===== src/rtl/tdm_pkg.sv =====
// Shared types and helpers for the TDM slot multiplexer.
package tdm_pkg;

   typedef enum logic [1:0] {
      IDLE  = 2'd0,
      DWELL = 2'd1,
      GAP   = 2'd2
   } tdm_state_t;

   // Circular channel index: (cur + offset) modulo num_ch.
   function automatic int unsigned ch_sel(input int unsigned cur,
                                          input int unsigned offset,
                                          input int unsigned num_ch);
      return (cur + offset) % num_ch;
   endfunction

endpackage


===== src/rtl/tdm_next_ch.sv =====
// Round-robin finder: next channel after cur, or the first valid one after cur
// (cur itself last) when mode_skip is set.
module tdm_next_ch
   import tdm_pkg::*;
#(
   parameter int unsigned NUM_CH = 4,
   parameter int unsigned CH_W   = 2
) (
   input  logic [CH_W-1:0]   cur,
   input  logic [NUM_CH-1:0] valid,
   input  logic              mode_skip,
   output logic [CH_W-1:0]   nxt,
   output logic              found
);

   always_comb begin
      nxt   = CH_W'(ch_sel(32'(cur), 1, NUM_CH));
      found = !mode_skip;
      if (mode_skip) begin
         // Walk from the farthest offset down so the nearest valid channel wins.
         for (int unsigned k = NUM_CH; k > 0; k--) begin
            if (valid[CH_W'(ch_sel(32'(cur), k, NUM_CH))]) begin
               nxt   = CH_W'(ch_sel(32'(cur), k, NUM_CH));
               found = 1'b1;
            end
         end
      end
   end

endmodule


===== src/rtl/tdm_slot_mux.sv =====
// Time-division multiplexer: NUM_CH valid/ready channels share one registered
// output stream, each owning a SLOT_LEN-cycle dwell window in round-robin order.
module tdm_slot_mux
   import tdm_pkg::*;
#(
   parameter int unsigned NUM_CH   = 4,
   parameter int unsigned DATA_W   = 8,
   parameter int unsigned SLOT_LEN = 16,
   localparam int unsigned CH_W    = (NUM_CH > 1) ? $clog2(NUM_CH) : 1,
   localparam int unsigned CNT_W   = (SLOT_LEN > 1) ? $clog2(SLOT_LEN) : 1
) (
   input  logic                     clock,
   input  logic                     reset_n,
   input  logic                     enable,
   input  logic                     mode_skip,
   input  logic [NUM_CH*DATA_W-1:0] in_data,
   input  logic [NUM_CH-1:0]        in_valid,
   output logic [NUM_CH-1:0]        in_ready,
   output logic [DATA_W-1:0]        out_data,
   output logic                     out_valid,
   input  logic                     out_ready,
   output logic [CH_W-1:0]          slot_ch,
   output logic                     slot_start
);

   localparam logic [CNT_W-1:0] CNT_MAX = CNT_W'(SLOT_LEN - 1);

   if (NUM_CH < 1) begin : g_bad_num_ch
      $error("tdm_slot_mux: NUM_CH must be >= 1");
   end
   if (SLOT_LEN < 1) begin : g_bad_slot_len
      $error("tdm_slot_mux: SLOT_LEN must be >= 1");
   end

   tdm_state_t        state_q, state_d;
   logic [CNT_W-1:0]  cnt_q, cnt_d;
   logic [CH_W-1:0]   slot_ch_d;
   logic              skip_q, skip_d;
   logic              slot_start_d;
   logic [CH_W-1:0]   find_cur, find_nxt;
   logic              find_ok;
   logic              grant;
   logic              xfer;
   logic [DATA_W-1:0] sel_data;

   // From IDLE the search starts at slot_ch itself, so a resume keeps its place.
   assign find_cur = (state_q == IDLE) ? CH_W'(ch_sel(32'(slot_ch), NUM_CH - 1, NUM_CH))
                                       : slot_ch;

   tdm_next_ch #(
      .NUM_CH (NUM_CH),
      .CH_W   (CH_W)
   ) u_next_ch (
      .cur       (find_cur),
      .valid     (in_valid),
      .mode_skip (mode_skip),
      .nxt       (find_nxt),
      .found     (find_ok)
   );

   // State register and slot bookkeeping.
   always_ff @(posedge clock or negedge reset_n) begin
      if (!reset_n) begin
         state_q    <= IDLE;
         cnt_q      <= CNT_MAX;
         slot_ch    <= '0;
         skip_q     <= 1'b0;
         slot_start <= 1'b0;
      end else begin
         state_q    <= state_d;
         cnt_q      <= cnt_d;
         slot_ch    <= slot_ch_d;
         skip_q     <= skip_d;
         slot_start <= slot_start_d;
      end
   end

   // Next-state: mode_skip is latched only when a slot opens.
   always_comb begin
      state_d      = state_q;
      cnt_d        = cnt_q;
      slot_ch_d    = slot_ch;
      skip_d       = skip_q;
      slot_start_d = 1'b0;
      case (state_q)
         IDLE: begin
            cnt_d = CNT_MAX;
            if (enable && find_ok) begin
               state_d      = DWELL;
               slot_ch_d    = find_nxt;
               skip_d       = mode_skip;
               slot_start_d = 1'b1;
            end
         end
         DWELL: begin
            cnt_d = cnt_q - CNT_W'(1);
            if ((cnt_q == '0) ||
                (skip_q && !in_valid[slot_ch] && (cnt_q != CNT_MAX))) begin
               state_d = GAP;
            end
         end
         GAP: begin
            cnt_d = CNT_MAX;
            if (find_ok) begin
               slot_ch_d = find_nxt;
            end
            if (enable && find_ok) begin
               state_d      = DWELL;
               skip_d       = mode_skip;
               slot_start_d = 1'b1;
            end else begin
               state_d = IDLE;
            end
         end
         default: state_d = IDLE;
      endcase
   end

   // Ready decode: only the slot owner, only while the output can take a word.
   always_comb begin
      grant    = (state_q == DWELL) && enable && (!out_valid || out_ready);
      in_ready = '0;
      for (int i = 0; i < NUM_CH; i++) begin
         in_ready[i] = grant && (slot_ch == CH_W'(i));
      end
      xfer     = grant && in_valid[slot_ch];
      sel_data = in_data[32'(slot_ch) * DATA_W +: DATA_W];
   end

   always_ff @(posedge clock or negedge reset_n) begin
      if (!reset_n) begin
         out_valid <= 1'b0;
         out_data  <= '0;
      end else if (xfer) begin
         out_valid <= 1'b1;
         out_data  <= sel_data;
      end else if (out_ready) begin
         out_valid <= 1'b0;
      end
   end

endmodule


===== config.mk =====
export PLATFORM = sky130hd
export DESIGN_NAME = tdm_slot_mux
export DESIGN_NICKNAME = d
export VERILOG_FILES = /design/src/rtl/tdm_pkg.sv /design/src/rtl/tdm_next_ch.sv /design/src/rtl/tdm_slot_mux.sv
export SDC_FILE = /design/constraint.sdc
export NUM_CORES = 1
export LEC_CHECK = 0
export BUFFER_PORTS_ARGS = -buffer_cell sky130_fd_sc_hd__buf_2
export CAP_MARGIN = 20
export CORE_ASPECT_RATIO = 1.4
export CORE_UTILIZATION = 44
export DETAILED_ROUTE_END_ITERATION = 12
export MAX_ROUTING_LAYER = met4
export PLACE_DENSITY = 0.76
export SYNTH_ARGS = -nofsm -noshare
export SYNTH_HDL_FRONTEND = slang
export SYNTH_SLANG_ARGS = --single-unit

===== constraint.sdc =====
create_clock -name clock -period 2.3 [get_ports clock]
set_input_delay 0.115 -clock clock [delete_from_list [all_inputs] [get_ports clock]]
set_output_delay 0.115 -clock clock [all_outputs]
set_load 0.03 [all_outputs]

Yosys cells after proc, flatten, opt, wreduce, memory -nomap -nowiden
Index checks and enable logic that the tools add are counted.

Bits in registers: 19. Input bits: 41. Logic and storage cells: 86.

Shifts and indexed selects: 1. Add/sub/neg operators: 6. Reductions and logical operators: 25. Magnitude comparators: 5. Multiplexer cells: 33. Eq/ne operators: 9.

Operator list (count): variable part select 32 x 6 -> 8 bit (1); 2-to-1 mux 2 bit (10); < comparator 2 x 3 -> 1 bit (second input constant) (5); 2-to-1 mux 1 bit (15); binary-select mux 1 bit (select 2 bit) (5); logical AND 1 bit (10); case mux 4 bit (2 select lines) (1); adder 2 bit (second input constant) (3); == test 2 bit (second input constant) (3); case mux 2 bit (3 select lines) (1); nonzero test 2 bit (3); adder 2 x 1 -> 2 bit (second input constant) (2); == test 2 x 1 -> 1 bit (second input constant) (2); zero test 2 bit (2); zero test 4 bit (1); != test 2 bit (second input constant) (2); != test 4 bit (second input constant) (1); case mux 2 bit (2 select lines) (1); AND reduction 2 bit (2); subtractor 4 x 1 -> 4 bit (second input constant) (1); zero test 1 bit (3); AND reduction 3 bit (1); logical OR 1 bit (2); != test 2 x 1 -> 1 bit (second input constant) (1); OR reduction 2 bit (1).

Longest topological paths before layout
Word-level depth: 13. Depth in mapped cells: 9. Gate-level depth less buffers: 7.

Modules after synthesis
From an unflattened synthesis, not the netlist that was laid out.

Cells, all modules: 123. Area total of the unflattened synthesis: 1393.8 um2.

By module, submodules not included: tdm_slot_mux (area each 1177.4 um2, seq. area each 480.5 um2, cells each 87, times used 1); tdm_next_ch (area each 216.5 um2, seq. area each 0.0 um2, cells each 36, times used 1).

Worst setup path before layout
Ideal clock, no wire load.

Kind: register -> register. Start: reg slot_ch[1]. End: reg slot_ch[0]. Data arrival time: 2.238 ns. Setup slack: -0.068 ns. Cell stages (with the launch flop): 9. Path buffers: 1. Library setup time: 0.130 ns. Clock period less this slack: 2.368 ns. Cell sequence: dfrtp_1 -> clkbuf_1 -> inv_1 -> ha_1 -> or3b_4 -> a21oi_2 -> o21ai_1 -> a21oi_2 -> o32ai_2.

Cells in the longest elaborated chain, start to end: 13. Elaborated cells between the ends (all ways): 31. Those cells by class: 5 x add/sub; 2 x eq/ne; 22 x mux; 2 x reduce/logical.

RTL lines: from (decl) (line tdm_slot_mux.sv:22) `output logic [CH_W-1:0] slot_ch,`; from (signal assigned) (line tdm_slot_mux.sv:72) `slot_ch <= slot_ch_d;`; adder 2 bit (line tdm_pkg.sv:14) `return (cur + offset) % num_ch;`; 2-to-1 mux 2 bit (*) (line tdm_slot_mux.sv:47) `assign find_cur = (state_q == IDLE) ? CH_W'(ch_sel(32'(slot_ch), NUM_CH - 1, NUM_CH))`; adder 2 x 1 -> 2 bit (line tdm_pkg.sv:14); binary-select mux 1 bit (select 2 bit) (line tdm_next_ch.sv:22) `if (valid[CH_W'(ch_sel(32'(cur), k, NUM_CH))]) begin`; 2-to-1 mux 1 bit (implied by the code) (line tdm_next_ch.sv:22); 2-to-1 mux 1 bit (4 in a row) (line tdm_next_ch.sv:22); 2-to-1 mux 1 bit (line tdm_next_ch.sv:19) `if (mode_skip) begin`; logical AND 1 bit (line tdm_slot_mux.sv:88) `if (enable && find_ok) begin`; != test 2 x 1 -> 1 bit (no line); AND reduction 3 bit (no line).

Mark *: on every way between the ends. The rest lies on a longest branch, timed or not. The select of a mux whose other input is x is not followed. A chain may end at the register's enable or synchronous reset.

Final worst setup path
Start: reg slot_ch[0]. End: reg slot_ch[0].

The elaborated chain is that of the path after synthesis.

==> metrics.csv <==
metric;value;unit
Syn Inst Count;130;
core area;3123;sq um
vias in the first global route;1334;
worst hold endpoint;out_valid;
Ports;57;
final-report max-slew violation count;0;
CP Cell Sequence;inv_1 -> ha_1 -> or3b_4 -> a21oi_2 -> o21ai_1 -> a21oi_2 -> o32ai_2;
synthesized flop and latch total;19;
leading area contributor after synthesis;dfrtp_1;
Worst Setup End Kind;flop;
Vias;1251;
DR pass1 iterations;4;
GP Congestion;0.8508;
CTS Buf Count;3;
total die area;3547;sq um
Worst path slowest cell;or3b_4;
Cell Area, Placed;1768;sq um
Max-cap violations;0;
Post-CTS Resized;0;
GR Util All Layers;0.2299;
Final period util;0.8308;
Chip Width;50.63;microns
crit path max fanout;5;
total power;2.478;mW
Reg-to-Reg End;slot_ch[0];
clock power share;0.093;
Post-CTS Setup Bufs;0;
max incr delay on CP;390;ps
Synth cell types;47;
fillcell total;278;
clock root buffer;clkbuf_8;
largest net degree at the start of global routing;20;
Final setup viols;0;
Hold Crit Depth;3;
CP dominant cell by count;a21oi_2;
initial antenna violation count;0;
Cell Int Power;1.353;mW
sequential area share after synthesis;0.3299;
startpoint types;flop;
IO Port Bufs;56;
Psw;1.125;mW
Worst Max-Slew Pin Slew;435.9;ps
clock sinks;19;
Net Sw Frac;0.4539;
Clock Skew;2.987;ps
asr flop ratio synth;1.000;
Leak;0.8688;nW
critical path class;flop to flop;
Peak VDD IR;0.0006846;V
Clock Path Buffers;2;
CP delay by family, top;compound AO/OA/AOI/OAI gates;
Yosys top cell area share;0.2577;
Net Count, Synth;177;
Hold Path Class;primary input to flop;
post-detailed-routing wire length;3538;microns
first-pass GRT wire length;6072;microns
achievable frequency;0.5233;GHz
EDFF count, synth;0;
Iteration-0 DRC Markers;38;
CP Buf/Inv Count;1;
post-route cell area;1824;sq um
Critical Path RT;2430;ps
initial core utilization;0.4663;
worst hold start;out_ready;
fin nets;237;
CP arrival;2040;ps
share of layout cells above drive strength 1;0.5450;
top cells by area, synth;dfrtp_1 (26%), mux4_2 (14%), dfstp_2 (7.2%);
final routed DRC violation total;0;
Reg clk slew, reported paths;70;ps
status;finished clean;
unrepaired setup endpoints after global routing;no;
H-tree depth;1;
Comb pwr share;0.671;
Die H;70.07;microns
Yosys warning total;0;
DP HPWL;2782;microns
ANT nets after route;0;
FF-to-FF setup slack;390;ps
Avg Synthesized Cell Area;11.20;sq um
fin crit period;1911;ps
relative slew slack;0.7067;
Syn-to-layout area delta;25.26;%
drt wl/cell;15.52;microns
R2R depth;7;
final hold violations;0;
dominant synthesized flop cell;dfrtp_1;
worst skew pair latency;250;ps
CTS tree;yes;
total inserted antenna cells;0;
FF-to-FF Start;slot_ch[0];
detailed-route vias per instance;5.487;
row count;24;
global route overflow;0;
Final TNS setup;0;ps
power per cell area;1359;nW/um^2
Sequential Power Share;0.236;
synthesized area;1456;sq um
## layout make-up
cell class | count | area, sq um | area share
flip-flops and latches | 19 | 483.0 | 0.2647
clock inverters | 1 | 5.005 | 0.002743
multi-input cells | 99 | 903.4 | 0.4952
inverters | 6 | 22.52 | 0.01235
repair buffers | 61 | 320.3 | 0.1756
well taps | 39 | 48.80 | 0.02675
clock buffers | 3 | 41.29 | 0.02263
## power groups by stage
stage / Clock [mW] / Sequential, mW / Combinational, mW
CTS: 0.236 / 0.583 / 1.67
floorplan: 0 / 0.815 / 1.09
global route: 0.259 / 0.604 / 1.81
detailed placement: 0 / 0.589 / 1.66
finish: 0.230 / 0.585 / 1.66
global placement: 0 / 0.578 / 1.61
## cells in the mapped netlist, types with 3 or more instances
library cell	number
dfrtp_1	15
nand2_1	10
mux2_2	9
mux4_2	9
nor2_1	7
ha_1	6
inv_1	6
nand2b_1	5
and2_1	4
dfstp_2	4
o21ai_0	4
a21oi_1	3
buf_6	3
nor2b_1	3
xnor2_1	3
## how the worst max path moves through the flow
| stage | start | end | slack, ps | cells past startpoint |
|---|---|---|---|---|
| 2_1_floorplan | slot_ch[1] | slot_ch[0] | 50 | 8 |
| 3_3_place_gp | slot_ch[1] | out_data[0] | 470 | 4 |
| 3_5_place_dp | slot_ch[1] | out_data[6] | 440 | 4 |
| 4_1_cts | slot_ch[0] | slot_ch[0] | 430 | 7 |
| 5_1_grt | slot_ch[0] | slot_ch[0] | 270 | 7 |
| 6_report | slot_ch[0] | slot_ch[0] | 390 | 7 |
## worst reg2reg max path, stage by stage, from the launching register on
cell     delay [ps]
dfrtp_2         350
inv_1           110
ha_1            340
or3b_4          390
a21oi_2         210
o21ai_1         120
a21oi_2         170
o32ai_2          90
## layout by cell type, fill, tap and decap left out, types with 2 or more instances in the layout
| cell type | n |
|---|---|
| mux2i_1 | 2 |
| clkbuf_8 | 3 |
| o21ai_0 | 4 |
| a21oi_2 | 2 |
| xnor2_1 | 3 |
| inv_1 | 6 |
| nor2b_1 | 3 |
| a31oi_1 | 2 |
| a21oi_1 | 3 |
| nor4_1 | 2 |
| and2_1 | 4 |
| nor2_1 | 7 |
| nand2_1 | 10 |
| dfstp_2 | 4 |
| and2b_2 | 2 |
| mux2_2 | 9 |
| nand3_1 | 2 |
| buf_2 | 56 |
| ha_1 | 6 |
| o211ai_1 | 2 |
| dfrtp_2 | 2 |
| dfrtp_1 | 13 |
| buf_4 | 4 |
| nand2b_1 | 5 |
| mux4_2 | 9 |
## timing repair
item | in CTS | in global routing
endpoints found under the hold margin | 15 | 0
setup endpoints to repair | 0 | 0
hold buffers | 1 | 0
## cell families (layout without fill, tap and decap cells)
kind of cell    after synthesis  in the layout  share of synthesized area
fa+ha+maj                     6              6                    0.05155
xor+xnor                      5              5                    0.04296
simple gates                 44             44                     0.1770
flops                        19             19                     0.3299
mux                          20             20                     0.2225
compound gates               24             24                     0.1263
buf+inv                      12             71                    0.04982
## routing by layer
metal / vias up / global-route usage / routed length [microns]
met2: 36 / 0.4074 / 1984
li1: 589 / - / -
met1: 620 / 0.2556 / 1381
met3: 6 / 0.02832 / 120
met5: - / - / 0
met4: 0 / 0.08951 / 52
## stage by stage
stage	util	setup slack, ps	cells	hold slack (ps)
final	0.5841	389.2	228	132.9
after global routing	0.5841	274.1	228	161.5
after CTS	0.5841	428.0	228	130.7
after detailed placement	0.5661	442.8	223	77.05
after global placement	0.5661	474.6	223	72.93
after floorplan	-	47.07	130	-180.6
## sequential cells by signal, summed over array words and instances, names as in the netlist
signal      flops
cnt_q           4
skip_q          1
slot_start      1
out_valid       1
slot_ch         2
state_q         2
out_data        8
Note: power is estimated with default switching activity, not from simulation.
